**src/rtl/wgt_rd_ctrl.sv**
```systemverilog
// -----------------------------------------------------------------------------
// wgt_rd_ctrl : read-side sequencer for the weight FIFO array.
//
// Drives per-lane FIFO read enables so that weights enter the systolic array
// diagonally (lane i lags lane 0 by i cycles). The same weight set is replayed
// for a programmable number of passes, and rd_clr rewinds the FIFO read
// pointers between passes. data_vld is rd_en delayed by the FIFO read latency.
//
// Optional build macro: WGT_RD_PAUSE_EN
//   Adds a 'pause' input. While pause=1 the sequencer freezes (FSM, counters
//   and stagger register hold) and rd_en / rd_clr / done are forced low.
//   Without the macro the port is absent and the sequence never stalls.
// -----------------------------------------------------------------------------
module wgt_rd_ctrl #(
  parameter int NUM_FIFO   = 16,
  parameter int LEN_WIDTH  = 13,
  parameter int PASS_WIDTH = 8
) (
  input  logic                  clk,
  input  logic                  rst_n,
`ifdef WGT_RD_PAUSE_EN
  input  logic                  pause,
`endif
  input  logic                  start,
  input  logic [LEN_WIDTH-1:0]  rd_len,
  input  logic [4:0]            read_wgt_size,
  input  logic [PASS_WIDTH-1:0] num_pass,
  output logic [NUM_FIFO-1:0]   rd_en,
  output logic                  rd_clr,
  output logic [NUM_FIFO-1:0]   data_vld,
  output logic                  busy,
  output logic                  done
);

  // FSM encoding
  localparam logic [2:0] S_IDLE  = 3'd0;
  localparam logic [2:0] S_RUN   = 3'd1;
  localparam logic [2:0] S_DRAIN = 3'd2;
  localparam logic [2:0] S_CLR   = 3'd3;
  localparam logic [2:0] S_FIN   = 3'd4;

  logic [2:0]            state, state_d;
  logic [LEN_WIDTH-1:0]  len_q;        // latched L
  logic [4:0]            lanes_q;      // latched N (1..NUM_FIFO)
  logic [PASS_WIDTH-1:0] pass_q;       // latched P (>= 1)
  logic [LEN_WIDTH-1:0]  cnt, cnt_d;   // cycles spent in RUN or DRAIN
  logic [PASS_WIDTH-1:0] pass_cnt, pass_cnt_d;
  logic                  latch;

  // Stagger register holds lanes 1..NUM_FIFO-1; lane 0 comes straight from
  // the FSM so the first enable appears in the cycle right after start.
  logic [NUM_FIFO-2:0]   tail;
  logic [NUM_FIFO-1:0]   lanes;
  logic [NUM_FIFO-1:0]   lane_mask;
  logic                  head;
  logic                  stall;

  logic [4:0]            lanes_in;
  logic [PASS_WIDTH-1:0] pass_in;
  logic [LEN_WIDTH-1:0]  last_len;
  logic [LEN_WIDTH-1:0]  last_drain;
  logic [2:0]            pass_end;

`ifdef WGT_RD_PAUSE_EN
  assign stall = pause;
`else
  assign stall = 1'b0;
`endif

  // Sanitise the request fields: out-of-range lane counts mean "all lanes",
  // a zero pass count means a single pass.
  assign lanes_in = (read_wgt_size == 5'd0 || read_wgt_size > 5'(NUM_FIFO))
                    ? 5'(NUM_FIFO) : read_wgt_size;
  assign pass_in  = (num_pass == '0) ? PASS_WIDTH'(1) : num_pass;

  // Terminal counts. RUN is only entered with L >= 1 and DRAIN only with N >= 2,
  // so neither subtraction underflows when it is used.
  assign last_len   = len_q - LEN_WIDTH'(1);
  assign last_drain = LEN_WIDTH'(lanes_q) - LEN_WIDTH'(2);
  assign pass_end   = (pass_cnt == pass_q - PASS_WIDTH'(1)) ? S_FIN : S_CLR;

  // Next-state and counter logic for the pass sequencer.
  always_comb begin
    // NOTE: every variable gets a default before the case so no path leaves
    // it unassigned, which is what keeps this block from inferring latches.
    state_d    = state;
    cnt_d      = cnt;
    pass_cnt_d = pass_cnt;
    latch      = 1'b0;
    if (!stall) begin
      case (state)
        S_IDLE: begin
          if (start) begin
            latch      = 1'b1;
            cnt_d      = '0;
            pass_cnt_d = '0;
            state_d    = (rd_len == '0) ? S_FIN : S_RUN;
          end
        end
        S_RUN: begin
          if (cnt == last_len) begin
            cnt_d   = '0;
            state_d = (lanes_q == 5'd1) ? pass_end : S_DRAIN;
          end else begin
            cnt_d = cnt + LEN_WIDTH'(1);
          end
        end
        S_DRAIN: begin
          if (cnt == last_drain) begin
            cnt_d   = '0;
            state_d = pass_end;
          end else begin
            cnt_d = cnt + LEN_WIDTH'(1);
          end
        end
        S_CLR: begin
          pass_cnt_d = pass_cnt + PASS_WIDTH'(1);
          state_d    = S_RUN;
        end
        S_FIN: begin
          state_d = S_IDLE;
        end
        default: begin
          state_d = S_IDLE;
        end
      endcase
    end
  end

  // FSM, counters and latched request parameters.
  always_ff @(posedge clk or negedge rst_n) begin
    // NOTE: sequential state uses non-blocking assignments so every register
    // samples the pre-edge values, independent of statement order.
    if (!rst_n) begin
      state    <= S_IDLE;
      cnt      <= '0;
      pass_cnt <= '0;
      len_q    <= '0;
      lanes_q  <= 5'(NUM_FIFO);
      pass_q   <= PASS_WIDTH'(1);
    end else begin
      state    <= state_d;
      cnt      <= cnt_d;
      pass_cnt <= pass_cnt_d;
      if (latch) begin
        len_q   <= rd_len;
        lanes_q <= lanes_in;
        pass_q  <= pass_in;
      end
    end
  end

  // Lane mask: lanes at or above N are never enabled.
  always_comb begin
    lane_mask = '0;
    for (int i = 0; i < NUM_FIFO; i++) begin
      lane_mask[i] = (i < int'(lanes_q));
    end
  end

  assign head  = (state == S_RUN);
  assign lanes = {tail, head};

  // Stagger shift: each lane repeats the lane below it one cycle later.
  // Masking on entry keeps inactive lanes empty, so a following request with
  // a wider lane count never sees leftovers from a narrower one.
  always_ff @(posedge clk or negedge rst_n) begin
    if (!rst_n) begin
      tail <= '0;
    end else if (!stall) begin
      tail <= lanes[NUM_FIFO-2:0] & lane_mask[NUM_FIFO-1:1];
    end
  end

  // Output decode; a stall silences the strobes but keeps busy asserted.
  always_comb begin
    rd_en  = stall ? '0 : (lanes & lane_mask);
    rd_clr = !stall && (state == S_CLR);
    done   = !stall && (state == S_FIN);
    busy   = (state != S_IDLE);
  end

  // FIFO data becomes valid one cycle after its read enable.
  always_ff @(posedge clk or negedge rst_n) begin
    if (!rst_n) begin
      data_vld <= '0;
    end else begin
      data_vld <= rd_en;
    end
  end

  // Structural invariants of the sequence.
  a_clr_no_rd : assert property (@(posedge clk) disable iff (!rst_n)
    !(rd_clr && (|rd_en)));
  a_clr_no_done : assert property (@(posedge clk) disable iff (!rst_n)
    !(rd_clr && done));

endmodule

```
**config.mk**
```make
export PLATFORM = sky130hd
export DESIGN_NAME = wgt_rd_ctrl
export DESIGN_NICKNAME = d
export VERILOG_FILES = /design/src/rtl/wgt_rd_ctrl.sv
export SDC_FILE = /design/constraint.sdc
export NUM_CORES = 1
export LEC_CHECK = 0
export BUFFER_PORTS_ARGS = -buffer_cell sky130_fd_sc_hd__buf_2
export CAP_MARGIN = 20
export CORE_ASPECT_RATIO = 1.4
export CORE_MARGIN = 5
export CORE_UTILIZATION = 50
export CTS_CLUSTER_SIZE = 14
export DETAILED_ROUTE_END_ITERATION = 12
export GPL_TIMING_DRIVEN = 1
export PLACE_DENSITY_LB_ADDON = 0.1
export SYNTH_ARGS = -nofsm -noshare
export SYNTH_HDL_FRONTEND = slang
export SYNTH_SLANG_ARGS = --single-unit
```
**constraint.sdc**
```tcl
create_clock -name clk -period 3.8 [get_ports clk]
set_clock_uncertainty 0.05 [all_clocks]
set_input_delay 0.57 -clock clk [delete_from_list [all_inputs] [get_ports clk]]
set_output_delay 0.57 -clock clk [all_outputs]
set_load 0.1 [all_outputs]
```
After elaboration in Yosys (flattened, before gate mapping):

Index checks and enable logic that the tools add are counted.
Widths: inputs -> output; s select.

* input port bits: 29
* register bits after elaboration: 81

* bitwise logic cells: 2
* add/subtract/negate cells: 5
* magnitude comparators: 17
* equal/unequal tests: 11
* reductions and logical operators: 11
* muxes and demuxes: 17

Operators by type and width (count)
* $lt 4x5->1 const A: 8
* $mux 13: 3
* $pmux 13 s3: 1
* $eq 13x13->1: 2
* $lt 3x5->1 const A: 4
* $mux 3: 6
* $and 16x16->16: 1
* $mux 8: 2
* $pmux 8 s2: 1
* $and 15x15->15: 1
* $add 13x1->13 const B: 1
* $logic_not 13->1: 1
* $sub 13x1->13 const B: 1
* $pmux 3 s4: 1
* $lt 1x5->1 const A: 2
* $lt 2x5->1 const A: 2
* $add 8x1->8 const B: 1
* $eq 8x8->1: 1
* $logic_not 8->1: 1
* $sub 8x1->8 const B: 1
* $eq 3x2->1 const B: 2
* $reduce_bool 3->1: 2
* $sub 5x2->6 const B: 1
* $eq 5x1->1 const B: 1
* 13 further kinds: 16

Longest topological paths before layout:

Gate-level depths: netlist of run 1.

* word-level depth: 6
* depth in mapped cells: 11
* mapped depth without buffers: 9

Worst setup path after synthesis of run 1:

Ideal clock, no wire load.

* kind: register to output
* from: register state[2]
* to: output done
* arrival time: 2.979 ns
* setup slack: 0.201 ns
* stages on the path, launching flop included: 4
* cell sequence: dfrtp_1 > buf_2 > buf_4 > nor3b_1

* word-level cells in the longest chain between the ends: 1

Ends and longest elaborated chain
* start, declared: line 42 `logic [2:0] state, state_d;`
* start signal, assigned: line 142 `state <= state_d;`
* $eq 3x3->1: line 179 `done = !stall && (state == S_FIN);`
* end, declared: line 32 `output logic done`

Every way passes these cells.

Worst setup path in the final report of run 1:

* from: register len_q[0]
* to: register cnt[5]

* word-level cells in the longest chain between the ends: 4

Ends and longest elaborated chain
* start, declared: line 43 `logic [LEN_WIDTH-1:0] len_q;`
* start signal, assigned: line 146 `len_q <= rd_len;`
* $sub 13x1->13: line 78 `assign last_len = len_q - LEN_WIDTH'(1);`
* $eq 13x13->1: line 101 `if (cnt == last_len) begin`
* $mux 13: line 101
* $pmux 13 s3: line 91 `case (state)`
* end signal, assigned: line 143 `cnt <= cnt_d;`
* end, declared: line 46 `logic [LEN_WIDTH-1:0] cnt, cnt_d;`

Every way passes these cells.
A chain may end at the register's enable or synchronous reset.

==> metrics.yaml, run 1 <==
placed_design:
  place_hpwl_mm: 6.986
  placed_area_um2: 4945
  dp.cells: 603
  numPortBuffers: 63
  place_congestion: 0.7992
critical_path:
  startpoint_type: "register"
  r2r_slack_ns: 0.56
  slowest_delay_ns: 0.49
  cp_max_fo: 9
  path_buf_inv: 2
  end_kind: "register"
  r2r_start: "len_q[0]"
  arrival_ns: 3.42
  cpMaxStageDelayCell: "o41ai_4"
  r2r_cells: 10
  required_ns: 3.98
  crit_path_cell_trace: "inv_1 -> ha_1 -> or3b_1 -> or3_4 -> a2111oi_4 -> nand4_2 -> o41ai_4 -> buf_12 -> a221oi_2 -> a21o_1"
  crit_family: "compound AO/OA/AOI/OAI gates"
  critical_path_class: "register to register"
  r2r-end: "cnt[5]"
cts:
  cts_resized: 0
  cts.path.max_buffers: 2
  cts_setup_buffers: 0
  numClockSinks: 81
  hold_buffers: 0
  clk_latency_ns: 0.35
  htree_levels: 3
  cts.clk_slew.worst_paths_ns: 0.06
  numCtsBuffers: 9
  cts_tree: "yes"
  cts_root_buf: "clkbuf_16"
power_and_ir_drop:
  leakage_uw: 0.002455
  finalPower_uw: 4339
  ir_drop_uv: 605.9
  powerDensity_nw_per_um2: 821.2
finish:
  nNetsFinal: 547
  layout-drive-gt1-share_pct: 26.12
  synthToLayoutAreaGrowth_pct: 15.26
  final_util_pct: 58.86
  antennaDiodeCount: 0
  stdcell_count: 620
  final_cell_mix: "dfrtp_1 (79), buf_2 (62), nand2_1 (32), nor2_1 (25), mux2_2 (21)"
  finalInstanceArea_um2: 5284
  final_common_cell: "dfrtp_1"
drt:
  drtAntennaViolNets: 0
  drc_errors: 0
  drtPass1Iterations: 4
  routed_wl_mm: 9.683
  wl_per_cell_um: 15.62
  drt_iter0_drc: 186
  num_vias: 3545
  via_per_inst: 5.718
sta:
  hold_viol: 0
  slew_headroom_pct: 31.75
  maxSlewViolCount: 0
  fin_crit_sh_pct: 85.25
  max_freq_mhz: 308.7
  tns_ns: 0
  grt_setup_unrepaired: "false"
  min_period_ns: 3.239
  finalSetupViolCount: 0
  worst_pin_slew_ns: 1.018
synth:
  yosysTopAreaCellShare_pct: 43.12
  synth_flop_cell: "dfrtp_1"
  ys_types: 57
  synth_top_cell_by_area: "dfrtp_1"
  synth_top_family_by_area: "simple AND/OR/NAND/NOR gates"
  yosys.area_share.simple_pct: 21.23
  synth-seq-cells: 81
  syn_avg_cell_area_um2: 9.988
  synth.mux.area_fraction_pct: 5.377
  yosysWarnings: 0
  yosys-top-cells-area: "dfrtp_1 (43%), mux2_2 (5.2%), a221oi_2 (3.3%)"
  netlist_instances: 459
  synthAdderAreaFrac_pct: 2.729
  synth_nets: 498
  ys_seq_area_share_pct: 44.27
  synth-edff-count: 0
  synth-compound-area-share_pct: 16.65
  syn_area_um2: 4584
  synth-xor-area-share_pct: 5.731
  synthArstFlopShare_pct: 100.0
grt:
  overflow: 0
  grt_pass1_vias: 3588
  grt_usage_pct: 18.51
  grt_first_pass_wirelength_mm: 16.86
  grt_max_degree: 82
  antenna_found_initial: 0
die:
  dieArea_um2: 11210
  die_h_um: 123.3
  core_area_um2: 8977
  rows: 41
  initial_core_util_pct: 51.07
  top_level_ports: 64
  die_width_um: 90.93
worst_hold_path:
  hold_class: "primary input to async pin"
status:
  status: "complete, no violations"
run:
  maxCapViolCount: 0
## registers in the layout, summed over array words and instances (netlist names)
name	count
tail	15
len_q	13
pass_cnt	8
state	3
cnt	13
data_vld	16
pass_q	8
lanes_q	5
## power by group
group / internal (µW) / switching (µW) / total (µW)
combinational: 727 / 1230 / 1960
sequential: 1110 / 366 / 1480
clock: 535 / 370 / 905
total: 2370 / 1970 / 4340
## final cells by class
class	instances	area (µm²)
repair buffers	67	380.4
well taps	107	133.9
flip-flops and latches	81	2029
inverters	14	52.55
clock inverters	6	72.57
multi-input cells	335	2376
fillers	805	3694
clock buffers	10	239.0
## Yosys cell counts (all sizes together), types with 2 or more instances
master   count
a2111oi      3
a211o        2
a211oi       2
a21boi       3
a21o        12
a21oi       18
a221oi      12
a31oi        5
a32o         2
and2         8
and3         5
and3b        2
buf          9
clkbuf      20
dfrtp       79
dfstp        2
ha          10
inv         14
mux2        21
nand2       32
nand2b      16
nand3       16
nand3b       2
nand4       10
nor2        25
nor2b       17
nor3        10
nor3b        4
nor4         8
o211ai       3
o21a         3
o21ai       18
o22ai        2
o31ai        3
or2          8
or3          7
or3b         2
or4          5
xnor2       17
xor2        13
## metrics by stage
| step | hold WS (ns) | setup slack [ns] |
|---|---|---|
| finish | 0.1010 | 0.5606 |
| global route | 0.1283 | 0.3750 |
| CTS | 0.4028 | 0.5388 |
| detailed placement | 0.4079 | 0.5654 |
| global placement | 0.4027 | 0.6242 |
| floorplan | 0.2244 | 0.2005 |
## how the worst max path moves through the flow
stage	from	endpoint	slack [ns]	depth (start not counted)
after global placement	len_q[0]	cnt[0]	0.62	9
after floorplan	state[2]	done	0.20	3
after CTS	len_q[0]	cnt[9]	0.54	10
after global routing	len_q[0]	cnt[9]	0.37	10
after detailed placement	len_q[0]	cnt[9]	0.57	10
final	len_q[0]	cnt[5]	0.56	10
## per-layer routing
metal / part of all wire (%) / track usage, % / vias to the layer above
met2: 49 / 31.50 / 86
met5: 0 / 0 / -
met4: 1.9 / 7.339 / 0
met3: 5.7 / 4.504 / 12
met1: 43 / 22.62 / 1698
li1: - / - / 1749
## cell families after synthesis
family | after synthesis
flip-flops | 81
buffers and inverters | 43
XOR/XNOR | 30
AND/OR/NAND/NOR | 177
adder cells (fa/ha/maj) | 10
multiplexers | 22
AO/OA/AOI/OAI | 96
No activity file was read; power rests on OpenSTA's default activity.
==> inputs of run 2 (changes only) <==
CORE_UTILIZATION = 55   (was 50)
==> metrics.yaml, run 2 (synthesis results as in run 1) <==
critical_path:
  r2r_start: "len_q[0]"  # unchanged
  slowest_delay_ns: 0.50  # was 0.49 ns
  end_kind: "register"  # unchanged
  required_ns: 3.97  # was 3.98 ns
  crit_path_cell_trace: "inv_1 -> ha_1 -> or3b_1 -> or3_4 -> a2111oi_4 -> nand4_2 -> o41ai_4 -> buf_4 -> a221oi_2 -> a21o_1"  # was inv_1 -> ha_1 -> or3b_1 -> or3_4 -> a2111oi_4 -> nand4_2 -> o41ai_4 -> buf_12 -> a221oi_2 -> a21o_1
  arrival_ns: 3.53  # was 3.42 ns
  r2r-end: "cnt[4]"  # was cnt[5]
  cpMaxStageDelayCell: "o41ai_4"  # unchanged
  startpoint_type: "register"  # unchanged
  path_buf_inv: 2  # unchanged
  crit_family: "compound AO/OA/AOI/OAI gates"  # unchanged
  r2r_cells: 10  # unchanged
  crit_cells: 10  # unchanged
  r2r_slack_ns: 0.44  # was 0.56 ns
  cp_max_fo: 7  # was 9
  critical_path_class: "register to register"  # unchanged
grt:
  grt_first_pass_wirelength_mm: 16.48  # was 16.86 mm
  grt_max_degree: 82  # unchanged
  overflow: 0  # unchanged
  grt_usage_pct: 19.79  # was 18.51%
  grt_pass1_vias: 3490  # was 3,588
  antenna_found_initial: 0  # unchanged
die:
  die_width_um: 87.16  # was 90.93 µm
  rows: 39  # was 41
  dieArea_um2: 10290  # was 11,210 µm²
  top_level_ports: 64  # unchanged
  die_h_um: 118.0  # was 123.3 µm
  core_area_um2: 8149  # was 8977 µm²
  initial_core_util_pct: 56.26  # was 51.07%
sta:
  finalSetupViolCount: 0  # unchanged
  slew_headroom_pct: 35.20  # was 31.75%
  grt_setup_unrepaired: "false"  # unchanged
  max_freq_mhz: 298.0  # was 308.7 MHz
  hold_slack_ns: 0.08177  # was 0.1010 ns
  tns_ns: 0  # unchanged
  fin_crit_sh_pct: 88.32  # was 85.25%
  hold_viol: 0  # unchanged
  min_period_ns: 3.356  # was 3.239 ns
  maxSlewViolCount: 0  # unchanged
  worst_pin_slew_ns: 0.9662  # was 1.018 ns
cts:
  cts_root_buf: "clkbuf_16"  # unchanged
  clk_latency_ns: 0.34  # was 0.35 ns
  numCtsBuffers: 9  # unchanged
  htree_levels: 3  # unchanged
  cts_tree: "yes"  # unchanged
  cts.clk_slew.worst_paths_ns: 0.06  # about the same
  hold_buffers: 0  # unchanged
  cts_resized: 0  # unchanged
  cts_setup_buffers: 0  # unchanged
  numClockSinks: 81  # unchanged
  cts.path.max_buffers: 2  # unchanged
drt:
  num_vias: 3565  # was 3,545
  drtPass1Iterations: 4  # unchanged
  drtAntennaViolNets: 0  # unchanged
  drt_iter0_drc: 163  # was 186
  via_per_inst: 5.787  # was 5.718
  wl_per_cell_um: 15.64  # was 15.62 µm
  routed_wl_mm: 9.633  # was 9.683 mm
  drc_errors: 0  # unchanged
finish:
  final_common_cell: "dfrtp_1"  # unchanged
  synthToLayoutAreaGrowth_pct: 14.71  # was 15.26%
  finalInstanceArea_um2: 5259  # was 5284 µm²
  top_register: "data_vld"  # unchanged
  nNetsFinal: 548  # was 547
  antennaDiodeCount: 0  # unchanged
  final_util_pct: 64.53  # was 58.86%
  layout-drive-gt1-share_pct: 26.07  # was 26.12%
  final_cell_mix: "dfrtp_1 (79), buf_2 (62), nand2_1 (32), nor2_1 (25), mux2_2 (21)"  # unchanged
  reg_top3: "data_vld (16), tail (15)"  # unchanged
  largest_reg_flops: 16  # unchanged
placed_design:
  numPortBuffers: 63  # unchanged
  place_hpwl_mm: 6.937  # was 6.986 mm
  place_congestion: 0.8207  # was 0.7992
  placed_area_um2: 4933  # was 4945 µm²
power_and_ir_drop:
  finalPower_uw: 4281  # was 4339 µW
  leakage_uw: 0.002448  # was 0.002455 µW
  powerDensity_nw_per_um2: 814.0  # was 821.2 nW/µm²
  ir_drop_uv: 561.3  # was 605.9 µV
worst_hold_path:
  hold_class: "primary input to async pin"  # unchanged
run:
  maxCapViolCount: 0  # unchanged
status:
  status: "complete, no violations"  # unchanged
## run 2: per-layer routing
layer  vias up  global-route usage (%)  routed length (µm)
met2        91                   32.08                4716
met1      1709                   26.21                4189
li1       1749                       -                   -
met4         0                   7.102                 182
met5         -                       0                   0
met3        16                   3.571                 545
## run 2: worst max-delay path by stage
| stage | startpoint | slack [ns] | end |
|---|---|---|---|
| after floorplan | state[2] | 0.20 | done |
| after CTS | len_q[0] | 0.44 | cnt[4] |
| after global routing | len_q[0] | 0.25 | cnt[4] |
| final | len_q[0] | 0.44 | cnt[4] |
| after global placement | len_q[0] | 0.57 | cnt[10] |
| after detailed placement | len_q[0] | 0.45 | cnt[6] |
## run 2: final cells by class
class / instances / area [µm²]
fill: 658 / 2890
multi-input combinational: 335 / 2376
sequential: 81 / 2029
timing repair buffer: 68 / 375.4
clock buffer: 10 / 229.0
tap: 102 / 127.6
clock inverter: 6 / 68.82
inverter: 14 / 52.55
## run 2: report_power, final
part,leakage (µW),switching [µW],total [µW],internal (µW)
combinational,0.00124,1240,1950,712
sequential,0.00106,366,1480,1110
clock,0.000143,342,853,511
## run 2: stage by stage
stage                     setup WS (ns)  cells
after CTS                        0.4412    615
after global routing             0.2475    616
final                            0.4438    616
after detailed placement         0.4478    599
after global placement           0.5676    599
after floorplan                  0.2005    459
==> inputs of run 3 (changes only) <==
--- a/config.mk
+++ b/config.mk
@@ -6,5 +6,5 @@
 export NUM_CORES = 1
 export LEC_CHECK = 0
-export BUFFER_PORTS_ARGS = -buffer_cell sky130_fd_sc_hd__buf_2
+export BUFFER_PORTS_ARGS = -buffer_cell sky130_fd_sc_hd__clkbuf_2
 export CAP_MARGIN = 20
 export CORE_ASPECT_RATIO = 1.4
@@ -18,2 +18,3 @@
 export SYNTH_HDL_FRONTEND = slang
 export SYNTH_SLANG_ARGS = --single-unit
+export TNS_END_PERCENT = 30
==> constraint.sdc (replaced) <==
create_clock -name clk -period 3.8 [get_ports clk]
set_clock_uncertainty 0.05 [all_clocks]
set_input_delay 0.19 -clock clk [delete_from_list [all_inputs] [get_ports clk]]
set_output_delay 0.19 -clock clk [all_outputs]
set_load 0.1 [all_outputs]
==> metrics.yaml, run 3 (synthesis results as in run 1) <==
grt:
  grt_first_pass_wirelength_mm: 16.07  # was 16.48 mm
  antenna_found_initial: 0  # unchanged
  overflow: 0  # unchanged
  grt_pass1_vias: 3458  # was 3,490
  grt_usage_pct: 19.12  # was 19.79%
  grt_max_degree: 82  # unchanged
drt:
  wl_per_cell_um: 15.27  # was 15.64 µm
  drtPass1Iterations: 5  # was 4
  drc_errors: 0  # unchanged
  routed_wl_mm: 9.419  # was 9.633 mm
  drt_iter0_drc: 117  # was 163
  drtAntennaViolNets: 0  # unchanged
  num_vias: 3576  # was 3,565
  via_per_inst: 5.796  # was 5.787
power_and_ir_drop:
  leakage_uw: 0.002428  # was 0.002448 µW
  powerDensity_nw_per_um2: 804.8  # was 814.0 nW/µm²
  ir_drop_uv: 568.1  # was 561.3 µV
placed_design:
  numPortBuffers: 63  # unchanged
  place_hpwl_mm: 6.879  # was 6.937 mm
  place_congestion: 0.8124  # was 0.8207
status:
  status: "complete, no violations"  # unchanged
cts:
  cts.path.max_buffers: 2  # unchanged
  cts_tree: "yes"  # unchanged
  clk_latency_ns: 0.33  # was 0.34 ns
  cts_root_buf: "clkbuf_16"  # unchanged
  numClockSinks: 81  # unchanged
  htree_levels: 3  # unchanged
  numCtsBuffers: 9  # unchanged
  cts.clk_slew.worst_paths_ns: 0.06  # about the same
critical_path:
  end_kind: "register"  # unchanged
  r2r_start: "len_q[0]"  # unchanged
  r2r_slack_ns: 0.48  # was 0.44 ns
  r2r-end: "cnt[2]"  # was cnt[4]
  required_ns: 3.97  # about the same
  critical_path_class: "register to register"  # unchanged
  crit_path_cell_trace: "inv_1 -> ha_1 -> or3b_1 -> or3_4 -> a2111oi_4 -> nand4_2 -> o41ai_4 -> buf_4 -> a221oi_2 -> a21o_1"  # unchanged
  arrival_ns: 3.49  # was 3.53 ns
  cpMaxStageDelayCell: "o41ai_4"  # unchanged
  startpoint_type: "register"  # unchanged
  cp_max_fo: 7  # unchanged
  slowest_delay_ns: 0.49  # was 0.50 ns
  r2r_cells: 10  # unchanged
sta:
  maxSlewViolCount: 0  # unchanged
  worst_pin_slew_ns: 0.9972  # was 0.9662 ns
  tns_ns: 0  # unchanged
  grt_setup_unrepaired: "false"  # unchanged
  hold_viol: 0  # unchanged
  max_freq_mhz: 301.4  # was 298.0 MHz
  min_period_ns: 3.317  # was 3.356 ns
  slew_headroom_pct: 33.12  # was 35.20%
  finalSetupViolCount: 0  # unchanged
  fin_crit_sh_pct: 87.30  # was 88.32%
finish:
  synthToLayoutAreaGrowth_pct: 14.52  # was 14.71%
  layout-drive-gt1-share_pct: 26.21  # was 26.07%
  antennaDiodeCount: 0  # unchanged
  fillers: 674  # was 658
  largest_reg_flops: 16  # unchanged
  final_common_cell: "dfrtp_1"  # unchanged
  reg_top3: "data_vld (16), tail (15)"  # unchanged
  final_cell_mix: "dfrtp_1 (79), clkbuf_2 (62), nand2_1 (32), nor2_1 (25), mux2_2 (21)"  # was dfrtp_1 (79), buf_2 (62), nand2_1 (32), nor2_1 (25), mux2_2 (21)
  final_util_pct: 64.43  # was 64.53%
  nNetsFinal: 549  # was 548
  top_register: "data_vld"  # unchanged
die:
  dieArea_um2: 10290  # unchanged
  initial_core_util_pct: 56.26  # unchanged
  die_width_um: 87.16  # unchanged
  core_area_um2: 8149  # unchanged
  rows: 39  # unchanged
  top_level_ports: 64  # unchanged
  die_h_um: 118.0  # unchanged
worst_hold_path:
  hp-start: "num_pass[6]"
  worstHoldEndpoint: "pass_q[6]"
  min_path_cells: 2
  hold_class: "primary input to register"  # was primary input to async pin
run:
  maxCapViolCount: 0  # unchanged
run 3: changes by cell type in the layout (fill, tap and decap cells not counted), sizes merged:
cell         change
dlygate4sd3      +1
clkbuf          +61
clkinvlp         -1
inv              +2
bufinv           -1
clkinv           +1
buf             -62
run 3: report_power, final:
part           internal [µW]  switching, µW
sequential              1110            365
combinational            712           1230
clock                    448            357
run 3: area by class of cell:
type | count | area (µm²) | area share (%)
Multi-Input combinational cell | 335 | 2376 | 45.26
Inverter | 14 | 52.55 | 1.001
Timing Repair Buffer | 69 | 385.4 | 7.340
Sequential cell | 81 | 2029 | 38.66
Tap cell | 102 | 127.6 | 2.431
Clock inverter | 7 | 53.80 | 1.025
Clock buffer | 9 | 225.2 | 4.290
run 3: worst max-delay path by stage:
stage	endpoint	cells after the start	slack [ns]	startpoint
after floorplan	done	3	0.58	state[2]
after global placement	cnt[10]	10	0.57	len_q[0]
after detailed placement	cnt[10]	10	0.48	len_q[0]
after CTS	cnt[10]	10	0.47	len_q[0]
after global routing	cnt[6]	10	0.29	len_q[0]
final	cnt[2]	10	0.48	len_q[0]
run 3: timing repair:
action / in CTS / in global routing
buffers inserted: 0 / 0
hold buffers: 0 / 1
endpoints found under the hold margin: 0 / 79
resized for setup: 0 / 0
run 3: per-stage QoR:
step	std cells	hold slack, ns	instance area, µm²	power (µW)	worst slack, ns
floorplan	459	-0.1556	4584	3062	0.5805
global placement	599	0.3709	4933	3381	0.5690
detailed placement	599	0.3778	4933	3435	0.4769
CTS	615	0.01932	5213	4254	0.4735
global route	617	0.06244	5250	4515	0.2862
finish	617	0.04648	5250	4225	0.4826
run 3: worst max-delay path: cells and delay by family (launching register included):
family          cells  cell delay [ns]
compound gates      4             1.10
fa+ha+maj           1             0.20
buf+inv             2             0.37
flops               1             0.43
simple gates        3             1.05
run 3: metal layers:
layer / GRT usage (%) / wire, µm / part of all wire (%)
met2: 31.51 / 4574 / 49
met4: 6.526 / 148 / 1.6
met1: 25.06 / 4251 / 45
met3: 3.291 / 444 / 4.7
met5: 0 / 0 / 0
